[src/rtl/addac_acumulador.sv]
// Sequential add/subtract accumulator: takes a frame of CONTAGEM operands over
// valid/ready, accumulates modulo 2^ACC_W with a sticky carry/borrow flag, and
// holds the result until it is acknowledged.
module addac_acumulador #(
  parameter int LARGURA  = 4,
  parameter int CONTAGEM = 4,
  localparam int ACC_W   = (CONTAGEM > 1) ? LARGURA + $clog2(CONTAGEM) : LARGURA + 1
) (
  input  logic               clk,
  input  logic               reset,
  input  logic               start,
  input  logic               in_valid,
  output logic               in_ready,
  input  logic [LARGURA-1:0] operando,
  input  logic               modo,
  output logic [ACC_W-1:0]   saida,
  output logic               vai_um,
  output logic               saida_valid,
  input  logic               saida_ack,
  output logic               ocupado
);

  localparam int CNT_W = (CONTAGEM > 1) ? $clog2(CONTAGEM) : 1;
  localparam logic [CNT_W-1:0] LAST = CNT_W'(CONTAGEM - 1);

  typedef enum logic [1:0] {IDLE, ACUM, DONE} state_t;

  state_t           state_q, state_nxt;
  logic [ACC_W-1:0] acc;
  logic [CNT_W-1:0] count;
  logic [ACC_W:0]   operand_ext;
  logic [ACC_W:0]   acc_nxt;
  logic             accept;
  logic             last_accept;

  assign accept      = in_valid & in_ready;
  assign last_accept = accept & (count == LAST);

  // Bit ACC_W of the widened result is the carry (add) or borrow (subtract).
  assign operand_ext = {{(ACC_W + 1 - LARGURA){1'b0}}, operando};
  assign acc_nxt     = modo ? ({1'b0, acc} - operand_ext) : ({1'b0, acc} + operand_ext);

  // NOTE: sequential state uses non-blocking assignments so every register
  // samples pre-edge values, regardless of block ordering.
  always_ff @(posedge clk) begin
    if (reset) state_q <= IDLE;
    else       state_q <= state_nxt;
  end

  always_comb begin
    // NOTE: default assignment first, so no path through the case infers a latch.
    state_nxt = state_q;
    unique case (state_q)
      IDLE:    if (start)       state_nxt = ACUM;
      ACUM:    if (last_accept) state_nxt = DONE;
      DONE:    if (saida_ack)   state_nxt = IDLE;
      default:                  state_nxt = IDLE;
    endcase
  end

  always_comb begin
    in_ready    = 1'b0;
    saida_valid = 1'b0;
    ocupado     = 1'b0;
    unique case (state_q)
      ACUM: begin
        in_ready = 1'b1;
        ocupado  = 1'b1;
      end
      DONE: begin
        saida_valid = 1'b1;
        ocupado     = 1'b1;
      end
      default: ;
    endcase
  end

  // saida is loaded only on the DONE entry edge, so it never shows partial sums.
  always_ff @(posedge clk) begin
    if (reset) begin
      acc    <= '0;
      count  <= '0;
      vai_um <= 1'b0;
      saida  <= '0;
    end else begin
      if (state_q == IDLE && start) begin
        acc    <= '0;
        count  <= '0;
        vai_um <= 1'b0;
      end else if (accept) begin
        acc    <= acc_nxt[ACC_W-1:0];
        vai_um <= vai_um | acc_nxt[ACC_W];
        count  <= last_accept ? '0 : count + CNT_W'(1);
        if (last_accept) saida <= acc_nxt[ACC_W-1:0];
      end
    end
  end

endmodule

[config.mk]
export PLATFORM = sky130hd
export DESIGN_NAME = addac_acumulador
export DESIGN_NICKNAME = d
export VERILOG_FILES = /design/src/rtl/addac_acumulador.sv
export SDC_FILE = /design/constraint.sdc
export NUM_CORES = 1
export LEC_CHECK = 0
export CAP_MARGIN = 20
export CORE_MARGIN = 8
export CORE_UTILIZATION = 25
export DETAILED_ROUTE_END_ITERATION = 10
export PLACE_DENSITY = 0.54
export SETUP_SLACK_MARGIN = 0.02
export SLEW_MARGIN = 20
export SYNTH_ARGS = -nofsm -noshare
export SYNTH_HDL_FRONTEND = slang
export SYNTH_SLANG_ARGS = --single-unit
export TNS_END_PERCENT = 5
[constraint.sdc]
create_clock -name clk -period 3.4 [get_ports clk]
set_input_delay 0.68 -clock clk [delete_from_list [all_inputs] [get_ports clk]]
set_output_delay 0.68 -clock clk [all_outputs]
set_load 0.05 [all_outputs]
==> flow_summary.json, run 1 <==
{
  "whs_ps": 469.7,
  "yosysSeqAreaShare": 0.2960,
  "startpoint_type": "input pin",
  "cts-hold-fix-buffers": 0,
  "critPathArrivalTime_ps": 3070,
  "status": "completed",
  "gr-usage-all-layers": 0.08513,
  "post_cts.repair.setup_buffers": 0,
  "path_class": "input pin to register",
  "synth_cell_types": 38,
  "yosys-top-cells-area": "dfxtp_1 (30%), ha_1 (13%), nand3_1 (5.2%)",
  "synth_edf_count": 0,
  "dieWidth_um": 83.82,
  "firstDrtPassIters": 4,
  "n_antenna_cell": 0,
  "routedWlPerCell_um": 13.80,
  "gp_congestion": 0.7770,
  "dieArea_sq_um": 7026,
  "io_buffers": 19,
  "grt-ovfl-total": 0,
  "drt_iter0_markers": 59,
  "drive_above_1_share": 0.03125,
  "synthArstFlopShare": 0,
  "clk_path_buf_depth": 2,
  "clockRootBuffer": "clkbuf_8",
  "cts_tree": "yes",
  "fp-row-count": 24,
  "irDropWorstVdd_mv": 0.1924,
  "clock.fmax_ghz": 0.3407,
  "dieHeight_um": 83.82,
  "post_cts_resized": 0,
  "clk_pin_slew_ps": 70,
  "place_hpwl_um": 2261,
  "fin_cells": 212,
  "htreeDepth": 1,
  "cp_max_fo": 9,
  "synth_flop_cell": "dfxtp_1",
  "grt_first_pass_wirelength_um": 5085,
  "yosysTopAreaCellShare": 0.2960,
  "min_period_ps": 2935,
  "grt_pass1_vias": 1038,
  "drt-total-wl_um": 2926,
  "vias_per_cell": 5.179,
  "coreArea_sq_um": 4384,
  "slew_viol_final": 0,
  "critPathCaptureType": "register",
  "numCtsBuffers": 3,
  "fin_ws_ps": 465.2,
  "synth_area_sq_um": 1150,
  "fin_setup_tns_ps": 0,
  "io_pins": 20,
  "finalHoldViolCount": 0,
  "clock_latency_ps": 250,
  "drc": 0,
  "skew_ps": 2.920,
  "dpl_worst_slack_ps": 202.5,
  "fillers": 470,
  "ant_nets": 0,
  "yosysWarningCount": 0,
  "p_per_area_nw_per_um2": 356.7,
  "area_growth_pct": 25.03,
  "total_leakage_power_nw": 0.5590,
  "synth_seq_cells": 17,
  "synth_top_area_cell": "dfxtp_1",
  "period_share": 0.8632,
  "vias": 1098,
  "tightest_slew_ps": 554.6,
  "antenna_found_initial": 0,
  "nets": 184,
  "syn_area_per_cell_sq_um": 8.155,
  "maxCapViolCount": 0,
  "finalSetupViolCount": 0,
  "dpl.cell_count": 208,
  "rsz0062_at_grt": "no",
  "initial_core_util": 0.2623,
  "holdCritPathClass": "register to register",
  "relSlewSlack": 0.6289,
  "required_ps": 3540,
  "synth_fp_nets": 164,
  "synthCells": 141,
  "final_util": 0.3279,
  "grt_max_degree": 14,
  "clkSinkCount": 17
}
==> stage by stage <==
step / total power (W) / cell area (sq um)
5_1_grt: 0.0005497 / 1438
2_1_floorplan: 0.0003201 / 1150
3_5_place_dp: 0.0003665 / 1393
4_1_cts: 0.0005217 / 1438
6_report: 0.0005129 / 1438
3_3_place_gp: 0.0003640 / 1393
==> cells in the mapped netlist, types with 2 or more instances <==
cell type  count
a21oi_1        7
nor3_1         4
or4_1          3
xnor2_1        3
a21o_1         2
o211ai_1       2
mux2i_1        3
and4_1         2
clkbuf_1       4
dfxtp_1       17
inv_1         13
and2_1         2
nand2_1       11
nand4_1        3
nand3_1       12
ha_1          12
a211oi_1       5
nor2_1        10
and3_1         4
a31oi_1        3
a2111o_1       2
==> power by group <==
part / leakage (nW) / switching [W] / total, W / internal (W)
registers: 0.138 / 0.00000475 / 0.000211 / 0.000206
clock network: 0.0228 / 0.0000685 / 0.000152 / 0.0000832
logic: 0.399 / 0.0000923 / 0.000150 / 0.0000577
total: 0.559 / 0.000165 / 0.000513 / 0.000347
==> worst paths after layout <==
check	startpoint	endpoint	slack [ps]	depth (start not counted)
worst min-delay path	count[1]$_SDFFE_PP0P_	count[1]$_SDFFE_PP0P_	470	2
worst min register to register	count[1]$_SDFFE_PP0P_	count[1]$_SDFFE_PP0P_	470	2
worst max-delay path	operando[0]	vai_um$_SDFFE_PP0P_	470	10
worst max register to register	state_q[0]$_SDFFE_PP0P_	saida[3]$_SDFFE_PP0P_	1530	6
==> registers in the layout, indices dropped and copies added, names as in the netlist <==
name	flops
acc	6
count	2
state_q	2
saida	6
vai_um	1
==> metal layers <==
layer,wire length [um],track usage
met1,1407,0.1090
met2,1319,0.1277
met3,166,0.03223
met4,32,0.02512
met5,0,0
==> layout by cell type (no fill, tap or decap), types with 2 or more instances in the layout <==
master           netlist  layout
a2111o_1               2       2
a211oi_1               5       5
a21o_1                 2       2
a21oi_1                7       7
a31oi_1                3       3
and2_1                 2       2
and3_1                 4       4
and4_1                 2       2
clkbuf_8               0       3
clkdlybuf4s50_1        0      19
dfxtp_1               17      17
ha_1                  12      12
inv_1                 13      13
mux2i_1                3       3
nand2_1               11      11
nand3_1               12      12
nand4_1                3       3
nor2_1                10      10
nor3_1                 4       4
o211ai_1               2       2
or4_1                  3       3
xnor2_1                3       3
==> cell families after synthesis <==
kind of cell               Yosys count  synth area share
AOI/OAI and AO/OA                   30            0.1904
xor gates and xnor gates             3           0.02286
adders and majority gates           13            0.1480
buffers and inverters               18           0.05984
DFF                                 17            0.2960
muxes                                3           0.02612
and+or+nand+nor                     57            0.2568
==> worst max-delay path: stages <==
cell             delay [ps]
clkdlybuf4s50_1         480
inv_1                    90
ha_1                    150
or3b_2                  470
nand2_1                 110
ha_1                    310
and3_1                  210
a221o_1                 330
mux2i_1                 140
o211ai_1                 90
==> area by class of cell <==
| type | instances | area [sq um] | area share |
|---|---|---|---|
| timing repair buffer | 20 | 197.7 | 0.1375 |
| inverter | 13 | 48.80 | 0.03394 |
| multi-input combinational | 106 | 740.7 | 0.5152 |
| sequential | 17 | 340.3 | 0.2367 |
| clock buffer | 4 | 45.04 | 0.03133 |
| tap | 52 | 65.06 | 0.04526 |
Note: power is estimated with default switching activity, not from simulation.
==> run 2: changes to the inputs <==
--- a/config.mk
+++ b/config.mk
@@ -5,7 +5,6 @@
 export SDC_FILE = /design/constraint.sdc
 export NUM_CORES = 1
 export LEC_CHECK = 0
-export CAP_MARGIN = 20
 export CORE_MARGIN = 8
 export CORE_UTILIZATION = 25
 export DETAILED_ROUTE_END_ITERATION = 10
==> results of run 2 <==
No change in the layout: final DEF, timing and power equal those of run 1.
==> run 3: changes to the inputs <==
--- a/config.mk
+++ b/config.mk
@@ -6,9 +6,9 @@
 export NUM_CORES = 1
 export LEC_CHECK = 0
 export CORE_MARGIN = 8
-export CORE_UTILIZATION = 25
+export CORE_UTILIZATION = 30
 export DETAILED_ROUTE_END_ITERATION = 10
-export PLACE_DENSITY = 0.54
+export PLACE_DENSITY = 0.6
 export SETUP_SLACK_MARGIN = 0.02
 export SLEW_MARGIN = 20
 export SYNTH_ARGS = -nofsm -noshare
==> run 3 against run 2 <==
Effect of this change:
- register-to-register slack worse by 30 ps
- design area is 0.26% lower
- via count is 0.46% lower
==> flow_summary.json, run 3 (synthesis gave the netlist of run 1 again) <==
{
  "status": "completed",
  "grt_first_pass_wirelength_um": 4926,
  "post_cts.repair.setup_buffers": 0,
  "critPathArrivalTime_ps": 3060,
  "skew_ps": 3.809,
  "place_hpwl_um": 2227,
  "drt_iter0_markers": 94,
  "antenna_found_initial": 0,
  "numCtsBuffers": 3,
  "vias": 1093,
  "clk_path_buf_depth": 2,
  "r2r_end": "saida[3]$_SDFFE_PP0P_",
  "path_class": "input pin to register",
  "n_antenna_cell": 0,
  "maxCapViolCount": 0,
  "clock.fmax_ghz": 0.3411,
  "fillers": 395,
  "dieArea_sq_um": 6070,
  "area_growth_pct": 24.70,
  "io_pins": 20,
  "regArea_sq_um": 340.3,
  "fp-row-count": 22,
  "initial_core_util": 0.3141,
  "drc": 0,
  "layout_commonest_cell": "clkdlybuf4s50_1",
  "final_cell_mix": "clkdlybuf4s50_1 (19), dfxtp_1 (17), inv_1 (13)",
  "dieHeight_um": 77.91,
  "gp_congestion": 0.7883,
  "required_ps": 3530,
  "grt_max_degree": 14,
  "clkSinkCount": 17,
  "fin_setup_tns_ps": 0,
  "holdCritPathClass": "register to register",
  "grt_pass1_vias": 1109,
  "hold_start": "saida[1]$_SDFFE_PP0P_",
  "cp_max_fo": 9,
  "period_share": 0.8624,
  "reg2reg_depth": 6,
  "vias_per_cell": 5.255,
  "coreArea_sq_um": 3661,
  "worst-r2r-setup-slack_ps": 1500,
  "nets": 184,
  "clk_pin_slew_ps": 70,
  "critPathCaptureType": "register",
  "io_buffers": 19,
  "firstDrtPassIters": 4,
  "power.total_w": 0.0005144,
  "r2r-start": "state_q[0]$_SDFFE_PP0P_",
  "min_to": "saida[1]$_SDFFE_PP0P_",
  "grt-ovfl-total": 0,
  "drive_above_1_share": 0.03750,
  "finalSetupViolCount": 0,
  "cts_tree": "yes",
  "drt-total-wl_um": 2921,
  "slew_viol_final": 0,
  "irDropWorstVdd_mv": 0.2044,
  "relSlewSlack": 0.6066,
  "finalHoldViolCount": 0,
  "dieWidth_um": 77.91,
  "p_per_area_nw_per_um2": 358.8,
  "htreeDepth": 1,
  "startpoint_type": "input pin",
  "cts-hold-fix-buffers": 0,
  "clockRootBuffer": "clkbuf_8",
  "rsz0062_at_grt": "no",
  "hold_depth": 2,
  "total_leakage_power_nw": 0.5618,
  "min_period_ps": 2932,
  "clock_latency_ps": 250,
  "post_cts_resized": 0,
  "ant_nets": 0,
  "final_util": 0.3917,
  "largest_registers": "acc (6), saida (6)",
  "routedWlPerCell_um": 14.04,
  "tightest_slew_ps": 587.9,
  "gr-usage-all-layers": 0.09690,
  "multi_input_area_sq_um": 740.7
}
## run 3: cell count changes in the layout (fill, tap and decap cells not counted)
cell	change
clkbuf_1	-1
clkinv_2	+1
## run 3: worst max-delay path by stage
stage                           start                  end  slack [ps]  cells after the start
final                     operando[0]  vai_um$_SDFFE_PP0P_         470                     10
after global routing      operando[1]  vai_um$_SDFFE_PP0P_         300                     10
after CTS                 operando[1]  vai_um$_SDFFE_PP0P_         470                     10
after detailed placement  operando[0]  vai_um$_SDFFE_PP0P_         200                     10
after global placement    operando[0]  vai_um$_SDFFE_PP0P_         280                     10
after floorplan           operando[0]  vai_um$_SDFFE_PP0P_         860                      9
## run 3: area by class of cell
class                           instances  area share
Timing Repair Buffer                   20      0.1379
Inverter                               13     0.03403
Sequential cell                        17      0.2373
Tap cell                               48     0.04188
Multi-Input combinational cell        106      0.5166
Clock buffer                            3     0.02880
Clock inverter                          1    0.003490
## run 3: layer usage
layer	global-route usage	wire, um
met4	0.01852	13
met3	0.03341	221
met2	0.1704	1357
met5	0	0
met1	0.1110	1328
## run 3: critical path, stage by stage
cell and delay [ps]:
clkdlybuf4s50_1 460, inv_1 80, ha_1 150, or3b_2 470
nand2_1 110, ha_1 310, and3_1 200, a221o_1 330
mux2i_1 160, o211ai_1 100
## run 3: metrics by stage
step	std cells	hold WS [ps]	cell area, sq um	setup slack (ps)
after detailed placement	204	455.6	1388	202.7
final	208	462.4	1434	467.9
after floorplan	141	440.0	1150	860.6
after global placement	204	447.6	1388	283.0
after global routing	208	509.0	1434	300.1
after CTS	208	465.8	1434	472.2
## run 3: report_power, final
part           leakage (nW)  switching [W]  internal (W)  total [W]
Combinational         0.399      0.0000930     0.0000581   0.000151
Clock                0.0255      0.0000707     0.0000812   0.000152
Sequential            0.138     0.00000499      0.000206   0.000211
Total                 0.562       0.000169      0.000346   0.000514
